**config.mk**
```make
export PLATFORM = sky130hd
export DESIGN_NAME = ddr_port_arbiter
export DESIGN_NICKNAME = d
export VERILOG_FILES = /design/src/rtl/ddr_arb_pkg.sv /design/src/rtl/rr_arbiter.sv /design/src/rtl/ddr_port_arbiter.sv
export SDC_FILE = /design/constraint.sdc
export NUM_CORES = 1
export LEC_CHECK = 0
export BUFFER_PORTS_ARGS = -buffer_cell sky130_fd_sc_hd__buf_2
export CORE_AREA = 2 2 284 286
export CTS_BUF_LIST = sky130_fd_sc_hd__clkbuf_8
export DETAILED_ROUTE_END_ITERATION = 8
export DIE_AREA = 0 0 286 288
export HOLD_SLACK_MARGIN = 0.15
export PLACE_DENSITY_LB_ADDON = 0.25
export SLEW_MARGIN = 20
export SYNTH_ARGS = -nofsm -noshare
export SYNTH_HDL_FRONTEND = slang
export SYNTH_SLANG_ARGS = --single-unit
```
**constraint.sdc**
```tcl
create_clock -name phy_clk -period 2.1 [get_ports phy_clk]
set_input_delay 0.63 -clock phy_clk [delete_from_list [all_inputs] [get_ports phy_clk]]
set_output_delay 0.63 -clock phy_clk [all_outputs]
set_load 0.005 [all_outputs]
```
**src/rtl/ddr_arb_pkg.sv**
```systemverilog
// rtl/ddr_arb_pkg.sv - FSM state type, default widths and round-robin wrap helper.
package ddr_arb_pkg;

   typedef enum logic [1:0] {
      ST_IDLE  = 2'd0,
      ST_ISSUE = 2'd1,
      ST_WAIT  = 2'd2
   } arb_state_e;

   localparam int DEF_ADDR_WIDTH = 26;
   localparam int DEF_DATA_WIDTH = 128;
   localparam int DEF_NUM_PORTS  = 2;
   localparam int DEF_TIMEOUT    = 255;

   // Operand never exceeds 2*n-1, so a single subtract replaces a modulo.
   function automatic int rr_wrap(input int v, input int n);
      return (v >= n) ? v - n : v;
   endfunction

endpackage

```
**src/rtl/rr_arbiter.sv**
```systemverilog
// rtl/rr_arbiter.sv - round-robin pick: search starts one past the last winner (ptr).
module rr_arbiter
   import ddr_arb_pkg::*;
#(
   parameter int NUM_PORTS = DEF_NUM_PORTS,
   parameter int PW        = $clog2(NUM_PORTS)
) (
   input  logic [NUM_PORTS-1:0] req,
   input  logic [PW-1:0]        ptr,
   output logic [NUM_PORTS-1:0] gnt,
   output logic [PW-1:0]        idx,
   output logic                 valid
);

   logic [PW-1:0] cand;

   always_comb begin
      gnt   = '0;
      idx   = '0;
      valid = 1'b0;
      cand  = '0;
      for (int off = 1; off <= NUM_PORTS; off++) begin
         cand = PW'(rr_wrap(int'(ptr) + off, NUM_PORTS));
         if (!valid && req[cand]) begin
            valid     = 1'b1;
            idx       = cand;
            gnt[cand] = 1'b1;
         end
      end
   end

endmodule

```
**src/rtl/ddr_port_arbiter.sv**
```systemverilog
// rtl/ddr_port_arbiter.sv - multi-port DDR front end, one transaction in flight.
// Define DDR_ARB_TIMEOUT_EN to enable the WAIT-state watchdog (err_o pulses).
module ddr_port_arbiter
   import ddr_arb_pkg::*;
#(
   parameter int DDR_ADDR_WIDTH = DEF_ADDR_WIDTH,
   parameter int DDR_DATA_WIDTH = DEF_DATA_WIDTH,
   parameter int NUM_PORTS      = DEF_NUM_PORTS,
   parameter int TIMEOUT_CYCLES = DEF_TIMEOUT
) (
   input  logic                                phy_clk,
   input  logic                                rst_n,
   input  logic [NUM_PORTS-1:0]                req_i,
   input  logic [NUM_PORTS-1:0]                we_i,
   input  logic [NUM_PORTS*DDR_ADDR_WIDTH-1:0] addr_i,
   input  logic [NUM_PORTS*DDR_DATA_WIDTH-1:0] wdata_i,
   output logic [NUM_PORTS-1:0]                gnt_o,
   output logic [NUM_PORTS-1:0]                done_o,
   output logic [DDR_DATA_WIDTH-1:0]           rdata_o,
   output logic [NUM_PORTS-1:0]                err_o,
   input  logic                                local_init_done,
   input  logic                                local_ready,
   input  logic                                local_rdata_valid,
   input  logic [DDR_DATA_WIDTH-1:0]           local_rdata,
   output logic [DDR_ADDR_WIDTH-1:0]           local_address,
   output logic                                local_burstbegin,
   output logic                                local_read_req,
   output logic                                local_write_req,
   output logic [DDR_DATA_WIDTH-1:0]           local_wdata
);

   localparam int PW = $clog2(NUM_PORTS);

   arb_state_e               state_q, state_d;
   logic [PW-1:0]            ptr_q, ptr_d, owner_q, owner_d;
   logic                     rst_done_q, we_q, we_d;
   logic [DDR_ADDR_WIDTH-1:0] addr_q, addr_d;
   logic [DDR_DATA_WIDTH-1:0] wdata_q, wdata_d, rdata_q, rdata_d;
   logic [NUM_PORTS-1:0]     gnt_q, gnt_d, done_q, done_d;
   logic                     burst_q, burst_d, rd_q, rd_d, wr_q, wr_d;

   logic [NUM_PORTS-1:0]     arb_gnt;
   logic [PW-1:0]            arb_idx;
   logic                     arb_valid;

   rr_arbiter #(.NUM_PORTS(NUM_PORTS), .PW(PW)) u_rr (
      .req   (req_i),
      .ptr   (ptr_q),
      .gnt   (arb_gnt),
      .idx   (arb_idx),
      .valid (arb_valid)
   );

`ifdef DDR_ARB_TIMEOUT_EN
   localparam int CW = $clog2(TIMEOUT_CYCLES + 1);
   logic [CW-1:0]        cnt_q, cnt_d;
   logic [NUM_PORTS-1:0] err_q, err_d;
`else
   logic unused_timeout;
   assign unused_timeout = ^TIMEOUT_CYCLES;
`endif

   always_comb begin
      state_d = state_q;
      ptr_d   = ptr_q;
      owner_d = owner_q;
      we_d    = we_q;
      addr_d  = addr_q;
      wdata_d = wdata_q;
      rdata_d = rdata_q;
      gnt_d   = '0;
      done_d  = '0;
      burst_d = 1'b0;
      rd_d    = 1'b0;
      wr_d    = 1'b0;
`ifdef DDR_ARB_TIMEOUT_EN
      cnt_d   = cnt_q;
      err_d   = '0;
`endif
      case (state_q)
         ST_IDLE: begin
            // rst_done_q keeps the first edge after reset release from accepting.
            if (rst_done_q && local_init_done && arb_valid) begin
               owner_d = arb_idx;
               ptr_d   = arb_idx;
               we_d    = we_i[arb_idx];
               addr_d  = addr_i[arb_idx*DDR_ADDR_WIDTH +: DDR_ADDR_WIDTH];
               wdata_d = wdata_i[arb_idx*DDR_DATA_WIDTH +: DDR_DATA_WIDTH];
               gnt_d   = arb_gnt;
               burst_d = 1'b1;
               wr_d    = we_i[arb_idx];
               rd_d    = !we_i[arb_idx];
               state_d = ST_ISSUE;
            end
         end
         ST_ISSUE: begin
            state_d = ST_WAIT;
`ifdef DDR_ARB_TIMEOUT_EN
            cnt_d   = '0;
`endif
         end
         ST_WAIT: begin
            if (we_q ? local_ready : local_rdata_valid) begin
               done_d[owner_q] = 1'b1;
               if (!we_q) rdata_d = local_rdata;
               state_d = ST_IDLE;
            end
`ifdef DDR_ARB_TIMEOUT_EN
            else if (cnt_q == CW'(TIMEOUT_CYCLES - 1)) begin
               done_d[owner_q] = 1'b1;
               err_d[owner_q]  = 1'b1;
               rdata_d         = '0;
               state_d         = ST_IDLE;
            end else begin
               cnt_d = cnt_q + 1'b1;
            end
`endif
         end
         default: state_d = ST_IDLE;
      endcase
   end

   always_ff @(posedge phy_clk or negedge rst_n) begin
      if (!rst_n) begin
         state_q    <= ST_IDLE;
         ptr_q      <= PW'(NUM_PORTS - 1);
         owner_q    <= '0;
         rst_done_q <= 1'b0;
         we_q       <= 1'b0;
         addr_q     <= '0;
         wdata_q    <= '0;
         rdata_q    <= '0;
         gnt_q      <= '0;
         done_q     <= '0;
         burst_q    <= 1'b0;
         rd_q       <= 1'b0;
         wr_q       <= 1'b0;
`ifdef DDR_ARB_TIMEOUT_EN
         cnt_q      <= '0;
         err_q      <= '0;
`endif
      end else begin
         state_q    <= state_d;
         ptr_q      <= ptr_d;
         owner_q    <= owner_d;
         rst_done_q <= 1'b1;
         we_q       <= we_d;
         addr_q     <= addr_d;
         wdata_q    <= wdata_d;
         rdata_q    <= rdata_d;
         gnt_q      <= gnt_d;
         done_q     <= done_d;
         burst_q    <= burst_d;
         rd_q       <= rd_d;
         wr_q       <= wr_d;
`ifdef DDR_ARB_TIMEOUT_EN
         cnt_q      <= cnt_d;
         err_q      <= err_d;
`endif
      end
   end

   assign gnt_o            = gnt_q;
   assign done_o           = done_q;
   assign rdata_o          = rdata_q;
   assign local_address    = addr_q;
   assign local_wdata      = wdata_q;
   assign local_burstbegin = burst_q;
   assign local_read_req   = rd_q;
   assign local_write_req  = wr_q;
`ifdef DDR_ARB_TIMEOUT_EN
   assign err_o            = err_q;
`else
   assign err_o            = '0;
`endif

endmodule

```
==> results.ini <==
[run_status]
status=finished, final reports clean

[sta]
max_freq_mhz=533
final_setup_violations=0
relSlewSlack_pct=60.5
worst_setup_slack_after_layout_ps=225
timing.clock.skew_ps=16.1
drv_slew=0
timing.setup.tns_ps=0
min_period_over_period_pct=89.3
report.final.hold_viol_count=0
transition_at_the_pin_with_the_smallest_max_transition_slack_ps=593
grt_setup_unrepaired=false
finalCriticalPeriod_ps=1870

[grt]
globalRouteOverflowTotal=0
grt_pass1_wl_um=74200
grt_max_degree=62
first_global_vias=12300
grt_use_total_pct=11.7
grt_antenna_before_repair=8

[logic_synthesis]
synth.area.top_cells=sky130_fd_sc_hd__dfrtp_1, sky130_fd_sc_hd__a2bb2oi_2, sky130_fd_sc_hd__o32ai_1
synth_seq_cells=295
yosysTopAreaCell=sky130_fd_sc_hd__dfrtp_1
synth_async_sr_flop_share_pct=100
synth.lib_cells_used.distinct=28
synth-warning-count=0
yosys_most_used_dff=sky130_fd_sc_hd__dfrtp_1
syn_avg_cell_area_um2=15.2
synth.yosys.seq_area_share_pct=56.5
post_synth_instance_area_um2=13100
synth_enable_flop_cells=0
synthesis.instances=861
post-synth-top-area-fraction_pct=56.3

[route]
initial_drt_markers=348
route.antenna.remaining_nets=0
drt-total-wl_um=50900
routed_wire_length_per_instance_um=18.1
detailroute.via_count=11200
drt_first_pass_iters=4
vias_per_cell=4.00
remaining_drc_errors=0

[flow_run]
cap_violations=0

[die]
chipHeight_um=288
io_pins=736
fp.dieArea_um2=82400
start_util_pct=16.4
num_rows=104
core_area_um2=79600
die_width_um=286

[placement]
detailedPlacementHpwl_um=39600
io_buffer_count=733
routabilityCongestion=0.843
dp_slack_ps=40.8

[setup_path]
crit_path_top_delay_cell=sky130_fd_sc_hd__dfrtp_1
cp_data_arrival_time_ps=1240
crit_path_max_fanout=2
timing.critical_path.cells=buf_2
criticalPathCategory=flop to output port
crit_buf_inv=1
worst_setup_path_end_kind=output port
cp_top_family=flip-flops
critPathMaxStageDelay_ps=460
required_ps=1470
startpoint_type=flop

[pwr]
power.density_nw_per_um2=1110
worst_ir_drop_vdd_uv=456
design_power_total_uw=22400
leakage_uw=0.00909

[final_layout]
most-common-layout-cells=sky130_fd_sc_hd__buf_2, sky130_fd_sc_hd__dfrtp_1, sky130_fd_sc_hd__o32ai_1, sky130_fd_sc_hd__a2bb2oi_2, sky130_fd_sc_hd__mux2_1
commonest_non_fill_non_tap_cell_in_the_layout=sky130_fd_sc_hd__buf_2
area.growth.synth_to_final_pct=55.0
num-nets-final=2150
final_layout_size_suffix_gt1_share_pct=59.4

[clocking]
insertion_delay_ps=620
ctsHtreeMaxLevel=2
cts_num_sinks=295
post_cts_resized=0
cts_tree=yes
clk_pin_slew_worst_paths_ps=60
clock_path_buffers=3
root_buffer=sky130_fd_sc_hd__clkbuf_8
cts_made_buffers=54

[min_path]
hold_class=primary input to flop

registers in the layout (all words and copies together), names as in the netlist, 2 cells and up:
signal and cells:
state_q 2, local_address 26, local_wdata 128, done_o 2, rdata_o 128, gnt_o 2
report_power, final:
| group | switching, µW | total (µW) | internal, µW |
|---|---|---|---|
| logic | 3290 | 7570 | 4290 |
| registers | 1320 | 9280 | 7960 |
| clock network | 2490 | 5580 | 3090 |
cell usage after synthesis, types with 2 or more instances:
cell,number
sky130_fd_sc_hd__inv_2,2
sky130_fd_sc_hd__o32ai_1,155
sky130_fd_sc_hd__dfrtp_1,294
sky130_fd_sc_hd__buf_2,27
sky130_fd_sc_hd__nor3b_1,2
sky130_fd_sc_hd__conb_1,2
sky130_fd_sc_hd__inv_1,4
sky130_fd_sc_hd__buf_4,8
sky130_fd_sc_hd__buf_6,23
sky130_fd_sc_hd__o21ai_0,3
sky130_fd_sc_hd__mux2_1,120
sky130_fd_sc_hd__a2bb2oi_2,120
sky130_fd_sc_hd__nand2b_1,2
sky130_fd_sc_hd__a2bb2oi_1,35
sky130_fd_sc_hd__clkbuf_1,43
sky130_fd_sc_hd__mux2_2,9
path summary, 6_finish.rpt:
check                                        start                        to  slack, ps  cells past startpoint
max in group asynchronous                    rst_n         ptr_q$_DFFE_PN1P_        850                      3
min                               local_rdata[119]  rdata_o[119]$_DFFE_PN0P_        240                      2
max                        rdata_o[31]$_DFFE_PN0P_               rdata_o[31]        230                      1
min reg2reg                rdata_o[70]$_DFFE_PN0P_   rdata_o[70]$_DFFE_PN0P_        480                      1
max reg2reg                 state_q[0]$_DFFE_PN0P_   rdata_o[89]$_DFFE_PN0P_        260                      5
min in group asynchronous                    rst_n   rdata_o[87]$_DFFE_PN0P_        560                      2
through the flow:
stage	utilization, %	hold slack [ps]	area, µm²	std cells
after floorplan	-	334	13100	862
after global placement	23.2	463	18400	2639
after detailed placement	23.2	469	18400	2639
after CTS	25.4	151	20300	2806
after global routing	25.4	162	20300	2806
final	25.5	235	20300	2809
per-layer routing:
layer / part of all wire, % / vias to the layer above / global-route usage [%]
met3: 9.6 / 95 / 4.56
li1: - / 5161 / -
met2: 49 / 517 / 20.3
met4: 3.4 / 10 / 4.49
met5: 0.10 / - / 0
met1: 38 / 5453 / 12.8
cells by family (layout without fill, tap and decap cells):
| kind of cell | Yosys count | count (layout) | share of synthesized area (%) |
|---|---|---|---|
| other cells | 2 | 6 | 0.0574 |
| buf+inv | 108 | 992 | 4.91 |
| compound gates | 316 | 316 | 26.8 |
| simple gates | 10 | 10 | 0.574 |
| mux | 130 | 130 | 11.2 |
| flops | 295 | 295 | 56.5 |
cell type report:
type                            count  area, µm²
Sequential cell                   295       7380
Clock inverter                     27        149
Timing Repair Buffer              889       5330
Antenna cell                        3       7.51
Fill cell                        8484      59400
Tap cell                         1060       1330
Inverter                            6       35.0
Multi-Input combinational cell    459       5080
Clock buffer                       70        963
timing repair:
action | 4_1_cts | 5_1_grt
setup buffers | 0 | 0
hold buffers | 70 | 0
hold endpoints to repair | 103 | 0
Power figures use the tool's default switching activity.
